File: src/rtl/alu_flag_seq.sv
// alu_flag_seq: multi-cycle A-B flag producer (Z, V, N) for the ALU compare path.
// Latency: start in cycle t -> busy t+1..t+NSLICE, valid pulse in t+NSLICE+1.
// Backpressure: none; start is accepted only in IDLE/DONE and ignored during RUN.
// Ports: clk, reset (sync, active-high), start, A, B, Sign in; busy, valid, Z, V, N out.
// Optional macro FLAG_SEQ_ABORT_EN adds input abort (cancel a RUN without a result).
module alu_flag_seq #(
  parameter int WIDTH = 32,
  parameter int SLICE = 8
) (
  input  logic             clk,
  input  logic             reset,
  input  logic             start,
`ifdef FLAG_SEQ_ABORT_EN
  input  logic             abort,
`endif
  input  logic [WIDTH-1:0] A,
  input  logic [WIDTH-1:0] B,
  input  logic             Sign,
  output logic             busy,
  output logic             valid,
  output logic             Z,
  output logic             V,
  output logic             N
);

  localparam int NSLICE = WIDTH / SLICE;
  localparam int CW     = (NSLICE > 1) ? $clog2(NSLICE) : 1;
  localparam logic [CW-1:0] LAST_CNT = CW'(NSLICE - 1);

  typedef enum logic [1:0] {IDLE, RUN, DONE} state_t;

  state_t           state_q, state_d;
  logic [CW-1:0]    cnt_q;
  logic             carry_q;
  logic             acc_q;      // any earlier slice result was nonzero
  logic             sign_q;
  logic [WIDTH-1:0] a_sh, b_sh; // operands shifted so the active slice sits at bit 0

  logic             abort_w;
  logic             accept;
  logic             last;
  logic [SLICE-1:0] a_sl, b_sl, slice_sum;
  logic             slice_cout;

`ifdef FLAG_SEQ_ABORT_EN
  assign abort_w = abort;
`else
  assign abort_w = 1'b0;
`endif

  // Abort only matters in RUN, except in DONE where it also suppresses a new start.
  assign accept = start & ((state_q == IDLE) | ((state_q == DONE) & ~abort_w));
  assign last   = (state_q == RUN) & (cnt_q == LAST_CNT);

  assign a_sl = a_sh[SLICE-1:0];
  assign b_sl = b_sh[SLICE-1:0];
  assign {slice_cout, slice_sum} = {1'b0, a_sl} + {1'b0, ~b_sl} + {{SLICE{1'b0}}, carry_q};

  // State register
  always_ff @(posedge clk) begin
    if (reset) state_q <= IDLE;
    else       state_q <= state_d;
  end

  // Next-state logic
  always_comb begin
    state_d = state_q;
    case (state_q)
      IDLE:    if (accept) state_d = RUN;
      RUN: begin
        if (abort_w)   state_d = IDLE;
        else if (last) state_d = DONE;
      end
      DONE:    state_d = accept ? RUN : IDLE;
      default: state_d = IDLE;
    endcase
  end

  // Output logic
  always_comb begin
    busy  = (state_q == RUN);
    valid = (state_q == DONE);
  end

  // Slice datapath and flag registers
  always_ff @(posedge clk) begin
    if (reset) begin
      cnt_q   <= '0;
      carry_q <= 1'b1;
      acc_q   <= 1'b0;
      sign_q  <= 1'b0;
      a_sh    <= '0;
      b_sh    <= '0;
      Z       <= 1'b0;
      V       <= 1'b0;
      N       <= 1'b0;
    end else if (accept) begin
      a_sh    <= A;
      b_sh    <= B;
      sign_q  <= Sign;
      carry_q <= 1'b1;   // +1 of the two's-complement subtract
      acc_q   <= 1'b0;
      cnt_q   <= '0;
    end else if ((state_q == RUN) && !abort_w) begin
      a_sh    <= a_sh >> SLICE;
      b_sh    <= b_sh >> SLICE;
      carry_q <= slice_cout;
      acc_q   <= acc_q | (|slice_sum);
      if (!last) cnt_q <= cnt_q + CW'(1);
      if (last) begin
        Z <= ~(acc_q | (|slice_sum));
        if (sign_q) begin
          // In the final slice the top bits are the operand/result MSBs.
          N <= slice_sum[SLICE-1];
          V <= (a_sl[SLICE-1] ^ b_sl[SLICE-1]) & (a_sl[SLICE-1] ^ slice_sum[SLICE-1]);
        end else begin
          N <= ~slice_cout;  // borrow out of the full-width subtract
          V <= 1'b0;
        end
      end
    end
  end

endmodule

File: config.mk
export PLATFORM = sky130hd
export DESIGN_NAME = alu_flag_seq
export DESIGN_NICKNAME = d
export VERILOG_FILES = /design/src/rtl/alu_flag_seq.sv
export SDC_FILE = /design/constraint.sdc
export NUM_CORES = 1
export LEC_CHECK = 0
export ABC_AREA = 1
export BUFFER_PORTS_ARGS = -buffer_cell sky130_fd_sc_hd__buf_2
export CORE_MARGIN = 4
export CORE_UTILIZATION = 54
export CTS_CLUSTER_DIAMETER = 150
export CTS_CLUSTER_SIZE = 10
export DETAILED_ROUTE_END_ITERATION = 8
export PLACE_DENSITY = 0.79
export SLEW_MARGIN = 10
export SYNTH_ARGS = -nofsm -noshare
export SYNTH_HDL_FRONTEND = slang
export SYNTH_SLANG_ARGS = --single-unit
File: constraint.sdc
create_clock -name clk -period 2.2 [get_ports clk]
set_clock_uncertainty 0.05 [all_clocks]
set_input_delay 0.44 -clock clk [delete_from_list [all_inputs] [get_ports clk]]
set_output_delay 0.44 -clock clk [all_outputs]
set_load 0.02 [all_outputs]
== Word level (Yosys, flattened, before mapping) ==
Index checks and enable logic that the tools add are counted.

* Bits in latches: 0
* Output and inout bits: 5
* Bits in registers: 74
* Memory bits (writable): 0
* Memories kept: 0
* Memory bits (read-only): 0
* Logic and storage cells: 47

* Equality and inequality tests: 5
* Shift-type cells: 0
* Bitwise gates (word level): 12
* Div/mod/pow operators: 0
* Reductions and logical operators: 7
* Muxes and demuxes: 10
* $lt $le $gt $ge: 0
* Add/sub/neg operators: 3
* $mul: 0

{| class="wikitable"
|+ Operators with widths
! operator !! count
|-
| two-way mux 32 bit || 4
|-
| adder 8 x 8 -> 9 bit || 1
|-
| adder 9 x 1 -> 9 bit || 1
|-
| NOT 8 bit || 1
|-
| OR reduction 8 bit || 1
|-
| case mux 2 bit (3 select lines) || 1
|-
| == test 2 bit, second input constant || 2
|-
| two-way mux 2 bit || 2
|-
| NOT 1 bit || 4
|-
| AND reduction 2 bit || 2
|-
| bitwise AND 1 bit || 3
|-
| two-way mux 1 bit || 3
|-
| AND reduction 3 bit || 1
|-
| adder 2 x 1 -> 2 bit, second input constant || 1
|-
| == test 2 x 1 -> 1 bit, second input constant || 1
|-
| logical NOT 2 bit || 1
|-
| != test 2 x 1 -> 1 bit, second input constant || 1
|-
| != test 2 bit, second input constant || 1
|-
| OR 1 bit || 2
|-
| nonzero test 2 bit || 1
|-
| OR reduction 2 bit || 1
|-
| bitwise XOR 1 bit || 2
|}

== Logic depth before layout (Yosys ltp) ==
Gate-level depths: netlist (run 1).

* Depth after elaboration: 6
* Mapped depth: 13

== Worst setup path before layout (run 1) ==
OpenSTA, ideal clock, no wires.

* Path kind: register to register
* Start point: register carry_q
* End point: register acc_q
* Path slack: 238 ps
* Cell stages (with the launch flop): 12
* Arrival time: 1795 ps
* Library setup time: 117 ps
* Clock period less this slack: 1962 ps
* Path through: dfxtp_1 -> inv_1 -> fa_1 -> fa_1 -> inv_1 -> nand2_1 -> a21oi_1 -> nand3_1 -> nor2_1 -> nand3_1 -> nand2_1 -> a21oi_1

* Longest elaborated chain between the ends: 3

{| class="wikitable"
|+ Ends and longest elaborated chain
! element !! line !! text
|-
| start: declaration || 34 || <nowiki>logic carry_q;</nowiki>
|-
| start signal: assignment || 107 || <nowiki>carry_q <= slice_cout;</nowiki>
|-
| adder 9 x 1 -> 9 bit || 57 || <nowiki>assign {slice_cout, slice_sum} = {1'b0, a_sl} + {1'b0, ~b_sl} + {{SLICE{1'b0}}, carry_q};</nowiki>
|-
| OR reduction 8 bit || 108 || <nowiki>acc_q <= acc_q | (|slice_sum);</nowiki>
|-
| OR 1 bit || 108 ||
|-
| end signal: assignment || 108 ||
|-
| end: declaration || 35 || <nowiki>logic acc_q;</nowiki>
|}

Every way passes these cells.
A chain may end at the register's enable or synchronous reset.

== Worst setup path in the final report (run 1) ==
* Start point: register a_sh[0]
* End point: register Z

* Longest elaborated chain between the ends: 5

{| class="wikitable"
|+ Ends and longest elaborated chain
! element !! line !! text
|-
| start: declaration || 37 || <nowiki>logic [WIDTH-1:0] a_sh, b_sh;</nowiki>
|-
| start signal: assignment || 105 || <nowiki>a_sh <= a_sh >> SLICE;</nowiki>
|-
| adder 8 x 8 -> 9 bit || 57 ||
|-
| adder 9 x 1 -> 9 bit || 57 ||
|-
| OR reduction 8 bit || 111 || <nowiki>Z <= ~(acc_q | (|slice_sum));</nowiki>
|-
| OR 1 bit || 111 ||
|-
| NOT 1 bit || 111 ||
|-
| end signal: assignment || 111 ||
|-
| end: declaration || 21 || <nowiki>output logic Z,</nowiki>
|}

Every way passes these cells.

==> results of run 1 <==
[synth_stat cells]
| master | n | area, sq um |
|---|---|---|
| a211oi_1 | 1 | 7.51 |
| a21oi_1 | 39 | 195 |
| a21oi_2 | 1 | 8.76 |
| a31oi_1 | 36 | 225 |
| buf_1 | 1 | 3.75 |
| buf_2 | 10 | 50.1 |
| buf_4 | 6 | 45.0 |
| buf_6 | 1 | 11.3 |
| clkbuf_1 | 9 | 33.8 |
| clkinv_1 | 2 | 7.51 |
| clkinv_2 | 1 | 5.00 |
| dfxtp_1 | 74 | 1480 |
| fa_1 | 2 | 40.0 |
| ha_1 | 8 | 100 |
| inv_1 | 24 | 90.1 |
| inv_2 | 6 | 22.5 |
| nand2_1 | 212 | 796 |
| nand2_2 | 5 | 31.3 |
| nand3_1 | 9 | 45.0 |
| nand3b_1 | 1 | 7.51 |
| nand4_1 | 5 | 31.3 |
| nand4_2 | 1 | 12.5 |
| nor2_1 | 8 | 30.0 |
| nor2_2 | 1 | 6.26 |
| nor2_8 | 1 | 20.0 |
| nor3_1 | 1 | 5.00 |
| o21a_1 | 1 | 7.51 |
| o21ai_0 | 10 | 50.1 |
| o21ai_1 | 4 | 20.0 |
| or2_0 | 2 | 12.5 |
| or2_1 | 1 | 6.26 |
| xor2_1 | 1 | 8.76 |
[kinds of logic after synthesis]
logic type	count (synthesis)
simple gates	247
flops	74
buf+inv	60
compound gates	92
xor+xnor	1
fa+ha+maj	10
[per-layer routing]
metal	vias up	track usage, %	part of all wire, %
met5	-	0	0
met3	13	6.21	6.5
met2	84	34.8	47
met1	1428	29.1	44
li1	1692	-	-
met4	0	8.23	2.2
[through the flow]
stage / setup slack (ns) / instances / util [%] / area (sq um)
2_1_floorplan: 0.238 / 484 / - / 3420
3_3_place_gp: 0.122 / 611 / 63.1 / 3800
3_5_place_dp: 0.0435 / 611 / 63.1 / 3800
4_1_cts: 0.0338 / 627 / 66.5 / 4010
5_1_grt: -0.0352 / 628 / 67.0 / 4040
6_report: 0.0736 / 628 / 67.0 / 4040
[sequential cells by signal (all words and copies together), names as in the netlist, 2 cells and up]
register and count:
b_sh 32, a_sh 32, state_q 2, cnt_q 2
[worst max-delay path by stage]
stage | from | to | slack [ns] | cells after the start
detailed placement | carry_q | acc_q | 0.04 | 11
floorplan | carry_q | acc_q | 0.24 | 11
CTS | carry_q | Z | 0.03 | 10
finish | a_sh[0] | Z | 0.07 | 9
global route | a_sh[0] | Z | -0.04 | 9
global placement | carry_q | acc_q | 0.12 | 11
[cell type report]
class | count | area (sq um) | share of cell area (%)
sequential | 74 | 1480 | 36.7
multi-input combinational | 350 | 1680 | 41.7
tap | 75 | 93.8 | 2.32
clock inverter | 4 | 50.0 | 1.24
inverter | 33 | 125 | 3.10
clock buffer | 12 | 155 | 3.84
timing repair buffer | 80 | 445 | 11.0
[where the power goes]
group / switching (mW) / internal (mW) / total [mW] / leakage [nW]
combinational: 0.377 / 0.238 / 0.615 / 1.04
sequential: 0.0488 / 1.43 / 1.48 / 0.609
clock: 0.495 / 0.584 / 1.08 / 0.0986
total: 0.921 / 2.25 / 3.17 / 1.74
[layout by cell type (no fill, tap or decap), drive strengths merged]
cell      instances
nor2             10
nand4             6
inv              30
o21a              1
xor2              1
a31oi            36
fa                2
a211oi            1
nand3             9
bufinv            1
clkinvlp          2
clkbuf           12
or2               3
dfxtp            74
o21ai            14
nor3              1
nand3b            1
clkinv            4
a21oi            40
ha                8
buf              80
nand2           217
[worst max-delay path, delay by kind of cell, from the launching register on]
kind	cells	cell delay, ns
flops	1	0.34
simple gates	4	0.43
compound gates	2	0.27
buf+inv	1	0.04
fa+ha+maj	2	0.95
[repair_timing]
action                     4_1_cts  5_1_grt
setup buffers                    0        1
resized for setup                0        9
setup endpoints to repair        0        4
==> flow_metrics.py, run 1 <==
metrics = {
    "run_status": {
        "status": "finished, final reports clean",
    },
    "cells_and_area": {
        "n_fill_cell": 551,
        "nets": 626,
        "area_growth_pct": 18.1,
        "drive_gt1_share_pct": 21.7,
        "n_antenna_cell": 0,
    },
    "place": {
        "port_buffers": 72,
        "hpwl_mm": 5.56,
        "place_congestion": 0.864,
    },
    "synthesis": {
        "synthCells": 484,
        "yosys.area_share.simple_pct": 29.4,
        "synth_compound_area_share_pct": 15.0,
        "synthAdderAreaFrac_pct": 4.10,
        "synth_top_family_by_area": "simple AND/OR/NAND/NOR gates",
        "synthMuxAreaShare_pct": 0,
        "synth_area_sq_mm": 0.00342,
        "syn_nets": 562,
        "ys_seq_area_share_pct": 43.4,
        "yosys_warnings": 0,
        "synthXorXnorAreaFrac_pct": 0.256,
        "synthDistinctLibCells": 32,
        "synth.avg_cell_area_sq_um": 7.06,
        "ys_ff_latch": 74,
    },
    "worst_setup_path": {
        "end_kind": "flop",
        "path_class": "flop to flop",
        "r2r_start": "a_sh[0]",
        "required_ns": 2.43,
        "reg2reg_slack_ns": 0.07,
        "cp_max_fo": 2,
        "worstRegToRegCells": 9,
        "worstReg2RegEnd": "Z",
        "critPathSlowestCell": "fa_2",
        "crit_arrival_ns": 2.36,
        "startpoint_type": "flop",
        "critPathMaxStageDelay_ns": 0.55,
        "path_cells": "inv_2 > fa_2 > fa_2 > nand2_2 > a21oi_2 > nand3_1 > nor2_2 > nand4_1 > a21oi_2",
    },
    "floorplan": {
        "die_w_microns": 87.5,
        "rows": 28,
        "die_area_sq_mm": 0.00766,
        "top_level_ports": 73,
        "die_y_microns": 87.5,
        "initial_core_util_pct": 56.7,
        "core_area_sq_mm": 0.00603,
    },
    "timing": {
        "tns_ns": 0,
        "final_hold_viol_count": 0,
        "timing.final.crit_share_pct": 96.7,
        "holdWs_ns": 0.287,
        "period_minus_slack_ns": 2.13,
        "worst_slew_pin_slew_ns": 0.545,
        "fmax_ghz": 0.470,
        "maxSlewViolCount": 0,
        "slew_headroom_pct": 63.7,
        "setup_viol": 0,
        "rsz0062_at_grt": "true",
    },
    "detailed_routing": {
        "ant_nets": 0,
        "wire_per_inst_microns": 12.8,
        "drc": 0,
        "dr.pass1.iters": 4,
        "routed_via_density": 5.12,
        "dr.first_iter.drc_count": 203,
        "dr_total_vias": 3217,
        "finalWirelength_mm": 8.03,
    },
    "worst_hold_path": {
        "holdCritStartpoint": "B[27]",
        "hold_class": "input pin to flop",
        "hold-path-endpoint": "b_sh[27]",
        "min_path_cells": 3,
    },
    "pwr": {
        "ir_drop_uv": 535,
        "power_mw": 3.17,
        "leakagePower_nw": 1.74,
        "power_density_mw_per_mm2": 786,
    },
    "clocking": {
        "clkSlewWorstSetupHoldPaths_ns": 0.07,
        "cts_tree": "built",
        "clock-sinks": 74,
        "cts_buffers": 9,
        "clockBufferDepth": 2,
        "cts.htree.levels": 3,
        "hold_buffers": 0,
        "root_buffer": "clkbuf_8",
        "clkLatencyLatePin_ns": 0.35,
    },
    "global_routing": {
        "antenna_found_initial": 0,
        "grt_max_degree": 54,
        "grt_first_pass_wirelength_mm": 13.5,
        "overflow": 0,
        "grt_usage_pct": 22.2,
        "grt_pass1_vias": 3041,
    },
    "flow_run": {
        "cap_violations": 0,
    },
}
No activity file was read; power rests on OpenSTA's default activity.
==> inputs of run 2 (changes only) <==
ABC_AREA = not set   (was 1)
PLACE_DENSITY = 0.8   (was 0.79)
==> run 2 against run 1 <==
Compared with the run above:
- the flow now finishes with violations (setup timing)
- first-iteration DRC count is the same
- area after synthesis down 5.2%
- die area fell by 4.7%
- via count fell by 6.2%
- hold slack better by 0.0086 ns
- clock-buffer cell count unchanged
- routed wire length shrank 2.2%
- highest routed layer unchanged
- largest cell class unchanged
- critical endpoint unchanged
- setup slack lost 0.45 ns
==> flow_metrics.py, run 2 <==
metrics = {
    "worst_setup_path": {
        "reg2reg_slack_ns": -0.38,
        "path_class": "flop to flop",
        "worstReg2RegEnd": "Z",
        "worstRegToRegCells": 9,
        "startpoint_type": "flop",
        "end_kind": "flop",
        "required_ns": 2.39,
        "r2r_start": "carry_q",
        "cp_max_fo": 2,
        "crit_arrival_ns": 2.77,
    },
    "global_routing": {
        "grt_pass1_vias": 2859,
        "overflow": 0,
        "grt_first_pass_wirelength_mm": 12.9,
        "grt_usage_pct": 22.0,
        "grt_max_degree": 55,
        "antenna_found_initial": 0,
    },
    "synthesis": {
        "synth_top_family_by_area": "compound AO/OA/AOI/OAI gates",
        "async_reset_ff_share_pct": 0,
        "synth_top_area_share_pct": 45.7,
        "yosys.area_share.simple_pct": 17.0,
        "synthCells": 388,
        "synth_area_sq_mm": 0.00324,
        "synth.avg_cell_area_sq_um": 8.35,
        "synth_common_cells": "74 x dfxtp_1, 68 x nand2_1, 51 x a22oi_1, 44 x a21oi_1, 42 x nor2_1",
        "synth_ff_type": "dfxtp_1",
        "yosys_warnings": 0,
        "synth_edf_count": 0,
        "synthMuxAreaShare_pct": 0.309,
        "synthAdderAreaFrac_pct": 4.33,
        "synth_top_cell_by_area": "dfxtp_1",
        "ys_ff_latch": 74,
        "synth_compound_area_share_pct": 26.2,
        "synth_area_leaders": "dfxtp_1 46%, a22oi_1 12%, nand2_1 7.9%",
        "ys_seq_area_share_pct": 45.7,
        "yosysMostFrequentCell": "dfxtp_1",
        "synthDistinctLibCells": 34,
        "synthXorXnorAreaFrac_pct": 1.62,
        "syn_nets": 466,
    },
    "cells_and_area": {
        "reg_top3": "a_sh: 32 flops, b_sh: 32 flops",
        "stdcell_count": 526,
        "fin_util_pct": 68.3,
        "final_common_cell": "dfxtp_1",
        "mostFrequentLayoutCells": "73 x dfxtp_1, 72 x buf_2, 68 x nand2_1",
        "nets": 528,
        "area_growth_pct": 19.7,
        "design_area_sq_mm": 0.00388,
        "drive_gt1_share_pct": 23.6,
        "n_antenna_cell": 0,
    },
    "timing": {
        "holdWs_ns": 0.296,
        "maxSlewViolCount": 0,
        "tns_ns": -0.838,
        "timing.final.crit_share_pct": 117,
        "fin_ws_ns": -0.381,
        "rsz0062_at_grt": "true",
        "final_hold_viol_count": 0,
        "setup_viol": 4,
        "period_minus_slack_ns": 2.58,
        "worst_slew_pin_slew_ns": 1.11,
        "fmax_ghz": 0.387,
        "slew_headroom_pct": 25.6,
    },
    "detailed_routing": {
        "dr.first_iter.drc_count": 203,
        "routed_via_density": 5.74,
        "dr.pass1.iters": 5,
        "drc": 0,
        "wire_per_inst_microns": 14.9,
        "finalWirelength_mm": 7.86,
        "ant_nets": 0,
        "dr_total_vias": 3018,
    },
    "worst_hold_path": {
        "hold-path-endpoint": "a_sh[24]",
        "min_path_cells": 3,
        "holdCritStartpoint": "A[24]",
        "hold_class": "input pin to flop",
    },
    "floorplan": {
        "top_level_ports": 73,
        "die_area_sq_mm": 0.00730,
        "rows": 27,
        "die_w_microns": 85.5,
        "core_area_sq_mm": 0.00568,
        "die_y_microns": 85.5,
        "initial_core_util_pct": 57.1,
    },
    "clocking": {
        "root_buffer": "clkbuf_8",
        "cts_tree": "built",
        "cts.htree.levels": 3,
        "clkSlewWorstSetupHoldPaths_ns": 0.08,
        "clkLatencyLatePin_ns": 0.34,
        "hold_buffers": 0,
        "clock-sinks": 74,
        "cts_buffers": 9,
        "clockBufferDepth": 2,
    },
    "place": {
        "dpl_cell_area_sq_mm": 0.00369,
        "place_ws_ns": -0.362,
        "hpwl_mm": 5.50,
        "place_congestion": 0.926,
        "dpl.cell_count": 511,
        "port_buffers": 72,
    },
    "run_status": {
        "violations": "setup timing",
        "status": "finished, violations left",
    },
    "flow_run": {
        "cap_violations": 0,
    },
    "pwr": {
        "power_density_mw_per_mm2": 803,
        "power_mw": 3.11,
        "ir_drop_uv": 589,
        "leakagePower_nw": 1.59,
    },
}
[run 2: cell types whose count changed in the layout (fill, tap and decap cells not counted), sizes merged, moves of 13 or more]
cell    change
a22oi      +51
a311oi     +13
a31oi      -36
inv        -19
nand2     -149
nor2       +32
[run 2: where the power goes]
group,total (mW),internal (mW),switching [mW]
combinational,0.609,0.267,0.342
sequential,1.49,1.43,0.0551
clock,1.02,0.546,0.471
total,3.11,2.24,0.869
[run 2: cell type report]
type / instances / area (sq um)
fillers: 481 / 1800
inverters: 11 / 41.3
multi-input cells: 273 / 1640
flip-flops and latches: 74 / 1480
clock inverters: 3 / 40.0
repair buffers: 81 / 440
well taps: 72 / 90.1
clock buffers: 12 / 145
[run 2: how the worst max path moves through the flow]
stage          startpoint  endpoint  slack [ns]  depth (start not counted)
4_1_cts           carry_q         Z       -0.39                          9
5_1_grt           carry_q         Z       -0.48                          9
3_5_place_dp      carry_q         Z       -0.36                          9
6_report          carry_q         Z       -0.38                          9
2_1_floorplan     carry_q     acc_q       -0.27                          9
3_3_place_gp      carry_q     acc_q       -0.30                          9
[run 2: critical path, stage by stage, from the launching register on]
cell and delay [ns]:
dfxtp_2 0.34, inv_2 0.04, fa_2 0.39, fa_2 0.37, nand2b_4 0.16, a21oi_1 0.15, xor2_1 0.10, a221o_1 0.26
or4_4 0.42, o41ai_2 0.20
[run 2: logic make-up (layout without fill, tap and decap cells)]
logic type      count (synthesis)  in the layout
fa+ha+maj                      10             10
compound gates                124            124
flops                          74             74
buf+inv                        41            107
mux                             1              1
xor+xnor                        6              6
simple gates                  132            132
[run 2: repair_timing]
action,4_1_cts,5_1_grt
setup buffers,1,0
cloned,0,0
pin swaps,1,1
setup endpoints to repair,4,4
resized for setup,2,0
[run 2: metal layers]
layer | part of all wire (%) | up-vias | GRT usage, %
met4 | 1.9 | 0 | 6.91
met5 | 0 | - | 0
met1 | 43 | 1404 | 27.3
li1 | - | 1500 | -
met2 | 47 | 99 | 36.7
met3 | 7.4 | 15 | 6.50
